## config.mk

```make
export PLATFORM = sky130hd
export DESIGN_NAME = cic_comp_fir
export DESIGN_NICKNAME = d
export VERILOG_FILES = /design/src/rtl/cic_comp_pkg.sv /design/src/rtl/cic_comp_scale.sv /design/src/rtl/cic_comp_fir.sv
export SDC_FILE = /design/constraint.sdc
export NUM_CORES = 2
export LEC_CHECK = 0
export CAP_MARGIN = 10
export CORE_UTILIZATION = 39
export CTS_BUF_LIST = sky130_fd_sc_hd__clkbuf_16
export DETAILED_ROUTE_END_ITERATION = 10
export GPL_TIMING_DRIVEN = 0
export PLACE_DENSITY_LB_ADDON = 0.1
export REMOVE_ABC_BUFFERS = 1
export SYNTH_ARGS = -nofsm -noshare
export SYNTH_HDL_FRONTEND = slang
export SYNTH_SLANG_ARGS = --single-unit
export TNS_END_PERCENT = 5
```

## constraint.sdc

```tcl
create_clock -name i_clock -period 21.6 [get_ports i_clock]
set_clock_uncertainty 0.15 [all_clocks]
set_input_delay 4.32 -clock i_clock [delete_from_list [all_inputs] [get_ports i_clock]]
set_output_delay 4.32 -clock i_clock [all_outputs]
set_load 0.05 [all_outputs]
```

## src/rtl/cic_comp_pkg.sv

```systemverilog
// Shared constants for the CIC droop-compensation FIR: tap count, coefficient set,
// FSM state encoding and accumulator sizing.
package cic_comp_pkg;

    localparam int NTAPS      = 21;
    localparam int CIC_COEF_W = 18;

    typedef enum logic [1:0] {IDLE, MAC, ROUND} state_t;

    // Q1.17, symmetric; DC gain is about 1.56 to lift the CIC passband droop.
    localparam logic signed [CIC_COEF_W-1:0] COEF [NTAPS] = '{
        -18'sd124,   -18'sd260,   18'sd516,    18'sd1020,  -18'sd2048,
        -18'sd3072,   18'sd4096,  18'sd8192,  -18'sd8192,   18'sd40960,
         18'sd122880,
         18'sd40960, -18'sd8192,  18'sd8192,   18'sd4096,  -18'sd3072,
        -18'sd2048,   18'sd1020,  18'sd516,   -18'sd260,   -18'sd124
    };

    function automatic int acc_width(input int dw, input int cw, input int ntaps);
        return dw + cw + $clog2(ntaps);
    endfunction

endpackage

```

## src/rtl/cic_comp_scale.sv

```systemverilog
// One channel of input scaling: round-half-up, arithmetic shift by SHIFT,
// saturate to DATA_WIDTH signed. Purely combinational.
module cic_comp_scale #(
    parameter int IN_WIDTH   = 65,
    parameter int SHIFT      = 48,
    parameter int DATA_WIDTH = 18
) (
    input  logic signed [IN_WIDTH-1:0]   in_i,
    output logic signed [DATA_WIDTH-1:0] x_o
);

    // One guard bit so adding the rounding constant cannot overflow.
    localparam int SW = IN_WIDTH + 1;
    localparam logic signed [SW-1:0] HALF = {{(SW-SHIFT){1'b0}}, 1'b1, {(SHIFT-1){1'b0}}};
    localparam logic signed [SW-1:0] XMAX = {{(SW-DATA_WIDTH+1){1'b0}}, {(DATA_WIDTH-1){1'b1}}};
    localparam logic signed [SW-1:0] XMIN = {{(SW-DATA_WIDTH+1){1'b1}}, {(DATA_WIDTH-1){1'b0}}};

    logic signed [SW-1:0] sum_w;
    logic signed [SW-1:0] sh_w;

    always_comb begin
        sum_w = {in_i[IN_WIDTH-1], in_i} + HALF;
        sh_w  = sum_w >>> SHIFT;
        if (sh_w > XMAX)
            x_o = XMAX[DATA_WIDTH-1:0];
        else if (sh_w < XMIN)
            x_o = XMIN[DATA_WIDTH-1:0];
        else
            x_o = sh_w[DATA_WIDTH-1:0];
    end

endmodule

```

## src/rtl/cic_comp_fir.sv

```systemverilog
// CIC droop-compensation FIR, decimate-by-DECIM, shared-coefficient serial MACs for I/Q.
// Build option CIC_COMP_SATURATE_EN: clamp the output instead of two's-complement wrap.
module cic_comp_fir
    import cic_comp_pkg::*;
#(
    parameter int IN_WIDTH   = 65,
    parameter int SHIFT      = 48,
    parameter int DATA_WIDTH = 18,
    parameter int COEF_WIDTH = CIC_COEF_W,
    parameter int OUT_WIDTH  = 16,
    parameter int DECIM      = 2
) (
    input  logic                        i_clock,
    input  logic                        i_reset,
    input  logic signed [IN_WIDTH-1:0]  i_inph_data,
    input  logic signed [IN_WIDTH-1:0]  i_quad_data,
    input  logic                        i_valid,
    output logic signed [OUT_WIDTH-1:0] o_inph_data,
    output logic signed [OUT_WIDTH-1:0] o_quad_data,
    output logic                        o_valid,
    output logic                        o_overrun
);

    localparam int ACC_W = acc_width(DATA_WIDTH, COEF_WIDTH, NTAPS);
    localparam int PTR_W = $clog2(NTAPS);
    localparam int PH_W  = (DECIM > 1) ? $clog2(DECIM) : 1;
    localparam logic [PTR_W-1:0] LAST    = PTR_W'(NTAPS - 1);
    localparam logic [PH_W-1:0]  PH_LAST = PH_W'(DECIM - 1);
    localparam logic signed [ACC_W-1:0] RHALF = ACC_W'(1) << (COEF_WIDTH - 2);

    typedef logic signed [DATA_WIDTH-1:0] smp_t;

    smp_t                        xi, xq;
    smp_t                        dl_i_q [NTAPS];
    smp_t                        dl_q_q [NTAPS];
    state_t                      state_q, state_d;
    logic [PTR_W-1:0]            wptr_q, wptr_d, rptr_q, rptr_d, k_q, k_d;
    logic [PH_W-1:0]             phase_q, phase_d;
    logic signed [ACC_W-1:0]     acc_i_q, acc_i_d, acc_q_q, acc_q_d;
    logic signed [ACC_W-1:0]     rnd_i, rnd_q;
    logic signed [OUT_WIDTH-1:0] out_i_q, out_i_d, out_q_q, out_q_d;
    logic                        vld_q, vld_d, ovr_q, ovr_d, we;

    cic_comp_scale #(.IN_WIDTH(IN_WIDTH), .SHIFT(SHIFT), .DATA_WIDTH(DATA_WIDTH))
        u_scale_i (.in_i(i_inph_data), .x_o(xi));
    cic_comp_scale #(.IN_WIDTH(IN_WIDTH), .SHIFT(SHIFT), .DATA_WIDTH(DATA_WIDTH))
        u_scale_q (.in_i(i_quad_data), .x_o(xq));

`ifdef CIC_COMP_SATURATE_EN
    localparam logic signed [ACC_W-1:0] OMAX = {{(ACC_W-OUT_WIDTH+1){1'b0}}, {(OUT_WIDTH-1){1'b1}}};
    localparam logic signed [ACC_W-1:0] OMIN = {{(ACC_W-OUT_WIDTH+1){1'b1}}, {(OUT_WIDTH-1){1'b0}}};

    function automatic logic signed [OUT_WIDTH-1:0] lim(input logic signed [ACC_W-1:0] v);
        if (v > OMAX) return OMAX[OUT_WIDTH-1:0];
        if (v < OMIN) return OMIN[OUT_WIDTH-1:0];
        return v[OUT_WIDTH-1:0];
    endfunction
`else
    function automatic logic signed [OUT_WIDTH-1:0] lim(input logic signed [ACC_W-1:0] v);
        return OUT_WIDTH'(v);
    endfunction
`endif

    always_comb begin
        state_d = state_q;
        wptr_d  = wptr_q;
        rptr_d  = rptr_q;
        k_d     = k_q;
        phase_d = phase_q;
        acc_i_d = acc_i_q;
        acc_q_d = acc_q_q;
        out_i_d = out_i_q;
        out_q_d = out_q_q;
        vld_d   = 1'b0;
        we      = 1'b0;
        // Anything arriving outside IDLE (including the ROUND cycle) is lost.
        ovr_d   = ovr_q | (i_valid && state_q != IDLE);
        rnd_i   = (acc_i_q + RHALF) >>> (COEF_WIDTH - 1);
        rnd_q   = (acc_q_q + RHALF) >>> (COEF_WIDTH - 1);
        case (state_q)
            IDLE: begin
                if (i_valid) begin
                    we      = 1'b1;
                    wptr_d  = (wptr_q == LAST) ? '0 : wptr_q + 1'b1;
                    phase_d = (phase_q == PH_LAST) ? '0 : phase_q + 1'b1;
                    if (phase_q == '0) begin
                        state_d = MAC;
                        rptr_d  = wptr_q;
                        k_d     = '0;
                        acc_i_d = '0;
                        acc_q_d = '0;
                    end
                end
            end
            MAC: begin
                // Walk backwards from the newest sample so tap k pairs with COEF[k].
                acc_i_d = acc_i_q + dl_i_q[rptr_q] * COEF[k_q];
                acc_q_d = acc_q_q + dl_q_q[rptr_q] * COEF[k_q];
                rptr_d  = (rptr_q == '0) ? LAST : rptr_q - 1'b1;
                k_d     = k_q + 1'b1;
                if (k_q == LAST) state_d = ROUND;
            end
            ROUND: begin
                out_i_d = lim(rnd_i);
                out_q_d = lim(rnd_q);
                vld_d   = 1'b1;
                state_d = IDLE;
            end
            default: state_d = IDLE;
        endcase
    end

    always_ff @(posedge i_clock) begin
        if (i_reset) begin
            state_q <= IDLE;
            wptr_q  <= '0;
            rptr_q  <= '0;
            k_q     <= '0;
            phase_q <= '0;
            acc_i_q <= '0;
            acc_q_q <= '0;
            out_i_q <= '0;
            out_q_q <= '0;
            vld_q   <= 1'b0;
            ovr_q   <= 1'b0;
            for (int n = 0; n < NTAPS; n++) begin
                dl_i_q[n] <= '0;
                dl_q_q[n] <= '0;
            end
        end else begin
            state_q <= state_d;
            wptr_q  <= wptr_d;
            rptr_q  <= rptr_d;
            k_q     <= k_d;
            phase_q <= phase_d;
            acc_i_q <= acc_i_d;
            acc_q_q <= acc_q_d;
            out_i_q <= out_i_d;
            out_q_q <= out_q_d;
            vld_q   <= vld_d;
            ovr_q   <= ovr_d;
            if (we) begin
                dl_i_q[wptr_q] <= xi;
                dl_q_q[wptr_q] <= xq;
            end
        end
    end

    assign o_inph_data = out_i_q;
    assign o_quad_data = out_q_q;
    assign o_valid     = vld_q;
    assign o_overrun   = ovr_q;

endmodule

```

==> impl_metrics.py <==
metrics = {
    "critical_path": {
        "cpMaxStageDelayCell": "dfxtp_4",
        "rr_endpoint": "acc_q_q[32]",
        "cp.arrival_ns": 10.95,
        "path_common_cell": "inv_1",
        "worstSetupPathType": "reg -> reg",
        "crit_required_ns": 22.10,
        "cp-end-kind": "flop",
        "start_kind": "flop",
        "cpPeakStageDelay_ns": 0.75,
        "r2r_cells": 31,
        "cp_max_fo": 36,
        "rrSetupSlack_ns": 11.15,
    },
    "global_routing": {
        "grt_start_max_net_pins": 63,
        "grt_pass1_wl_mm": 322.2,
        "grt_pass1_vias": 46910,
        "track_usage_pct": 23.05,
        "overflow": 0,
        "grt_antenna_before_repair": 2,
    },
    "synthesis": {
        "synthTopCellsByArea": "edfxtp_1, fa_1, mux4_2",
        "yosysTopAreaCell": "edfxtp_1",
        "async_reset_ff_share_pct": 0,
        "synth_warnings": 0,
        "synth.distinct_cells": 78,
        "synthFlopType": "edfxtp_1",
        "ys_seq_area_share_pct": 49.66,
        "syn_inst": 5750,
        "syn_avg_cell_area_um2": 12.95,
        "syn-cell-area_um2": 74450,
        "ys_ff_latch": 1271,
        "synth_top_area_share_pct": 46.46,
        "synth_edf_count": 1152,
    },
    "die": {
        "fp.dieArea_um2": 192700,
        "initial_core_util_pct": 39.19,
        "rows": 160,
        "io_pins": 167,
        "core_um2": 190000,
        "die_y_um": 438.9,
        "die_w_um": 438.9,
    },
    "cells_and_area": {
        "stdcell_area_um2": 84630,
        "fin_util_pct": 44.54,
        "finalNetCount": 6732,
        "area_growth_pct": 13.67,
        "drive_gt1_share_pct": 13.95,
    },
    "clocking": {
        "numCtsBuffers": 143,
        "htreeDepth": 4,
        "cts_buffer_depth": 3,
        "clkTransAtPathRegs_ns": 0.06,
        "post_cts_resized": 0,
        "insertion_delay_ns": 0.81,
        "hold_buffers": 0,
        "cts_tree": "yes",
        "cts.root.buffer_cell": "clkbuf_16",
        "cts_setup_buffers": 0,
        "cts_num_sinks": 1271,
    },
    "timing": {
        "whs_ns": 0.3120,
        "hold_viol": 0,
        "relSlewSlack_pct": 20.66,
        "slew_viol_final": 0,
        "setup_viol": 0,
        "rsz0062_at_grt": "no",
        "fmaxAchievable_mhz": 95.66,
        "fin_crit_ns": 10.45,
        "worstMarginPinSlew_ns": 1.190,
        "period_share_pct": 48.40,
    },
    "placed_design": {
        "place_congestion": 0.8284,
        "io_buffers": 72,
        "dp_hpwl_mm": 155.2,
        "place_area_um2": 80130,
    },
    "worst_hold_path": {
        "whs_endpoint": "acc_i_q[7]",
        "hold_path_depth": 2,
        "min_from": "acc_i_q[7]",
        "hold_path_class": "reg -> reg",
    },
    "routing": {
        "dr.pass1.iters": 5,
        "drtIter0Drc": 3563,
        "antenna_left": 0,
        "viasPerCell": 5.290,
        "drc_errors": 0,
        "drt-total-wl_mm": 217.3,
        "wl_per_cell_um": 25.89,
        "routed-via-count": 44400,
    },
    "job": {
        "drv_cap": 0,
    },
    "outcome": {
        "status": "finished, final reports clean",
    },
}
-- worst max path at each step --
stage | endpoint | slack [ns] | cells past startpoint
after floorplan | acc_i_q[32] | 2.59 | 22
after global placement | acc_q_q[30] | -6.65 | 25
after detailed placement | acc_q_q[32] | 11.02 | 28
after CTS | acc_q_q[32] | 11.01 | 31
after global routing | acc_q_q[31] | 10.55 | 31
final | acc_q_q[32] | 11.15 | 31
-- cell usage after synthesis, drive strengths merged (27+ instances only) --
cell	n
nor2	996
nand3	31
edfxtp	1152
dfxtp	119
mux2i	27
xnor2	99
buf	70
o21ai	69
a21oi	125
xor2	62
a211oi	32
fa	559
mux4	344
ha	267
a22oi	32
nand2b	46
nand2	418
inv	818
clkbuf	241
-- layout by cell type (no fill, tap or decap), drive strengths merged, types with 23 or more instances in the layout --
| master | Yosys | final |
|---|---|---|
| a211oi | 32 | 32 |
| a21oi | 125 | 125 |
| a22oi | 32 | 32 |
| buf | 70 | 118 |
| clkbuf | 241 | 144 |
| clkdlybuf4s50 | 0 | 71 |
| clkinv | 3 | 66 |
| dfxtp | 119 | 119 |
| edfxtp | 1152 | 1152 |
| fa | 559 | 559 |
| ha | 267 | 267 |
| inv | 818 | 852 |
| mux2i | 27 | 27 |
| mux4 | 344 | 344 |
| nand2 | 418 | 418 |
| nand2b | 46 | 46 |
| nand3 | 31 | 31 |
| nand4 | 23 | 23 |
| nor2 | 996 | 996 |
| nor2b | 23 | 23 |
| o21ai | 69 | 69 |
| xnor2 | 99 | 99 |
| xor2 | 62 | 62 |
-- flip-flops by register name (all words and copies together), names as in the netlist, named ones only --
signal       flops
acc_i_q         31
rptr_q           5
o_inph_data     16
dl_q_q         576
phase_q          1
k_q              5
o_quad_data     16
state_q          2
wptr_q           5
o_valid          1
acc_q_q         31
o_overrun        1
dl_i_q         576
-- cell type report --
class	instances	area [µm²]
inverter	821	3083
clock buffer	144	3603
fill	17190	105400
multi-input combinational	3347	33760
clock inverter	108	848.3
antenna	1	2.502
sequential	1271	36990
tap	2511	3142
timing repair buffer	189	3193
-- metrics by stage --
step | TNS [ns] | setup slack (ns) | std cells
finish | 0 | 11.15 | 8392
global route | 0 | 10.55 | 8391
CTS | 0 | 11.01 | 8389
detailed placement | 0 | 11.02 | 8137
global placement | -271.93 | -6.647 | 8022
floorplan | 0 | 2.585 | 5439
-- worst max-delay path: cells and delay by family, from the launching register on --
| family | cells | cell delay (ns) |
|---|---|---|
| buffers and inverters | 10 | 1.79 |
| AND/OR/NAND/NOR | 2 | 0.38 |
| multiplexers | 3 | 1.79 |
| XOR/XNOR | 1 | 0.20 |
| adder cells (fa/ha/maj) | 8 | 3.04 |
| AO/OA/AOI/OAI | 7 | 2.08 |
| flip-flops | 1 | 0.75 |
-- metal layers --
| layer | track usage (%) | vias to the layer above | share of wire [%] |
|---|---|---|---|
| met5 | 0 | - | 0 |
| met4 | 6.339 | 0 | 2.6 |
| met3 | 3.139 | 266 | 4.6 |
| met2 | 38.58 | 1090 | 49 |
| met1 | 31.41 | 23470 | 44 |
| li1 | - | 19570 | - |
-- logic make-up after synthesis --
family | count (synthesis) | synth area share (%)
AO/OA/AOI/OAI | 373 | 3.235
buffers and inverters | 1132 | 5.912
multiplexers | 375 | 10.89
adder cells (fa/ha/maj) | 826 | 19.52
flip-flops | 1271 | 49.66
XOR/XNOR | 162 | 1.944
AND/OR/NAND/NOR | 1611 | 8.833
Power is not shown: default switching activity piles up to over one toggle a cycle in this logic, so the estimate is an artifact.
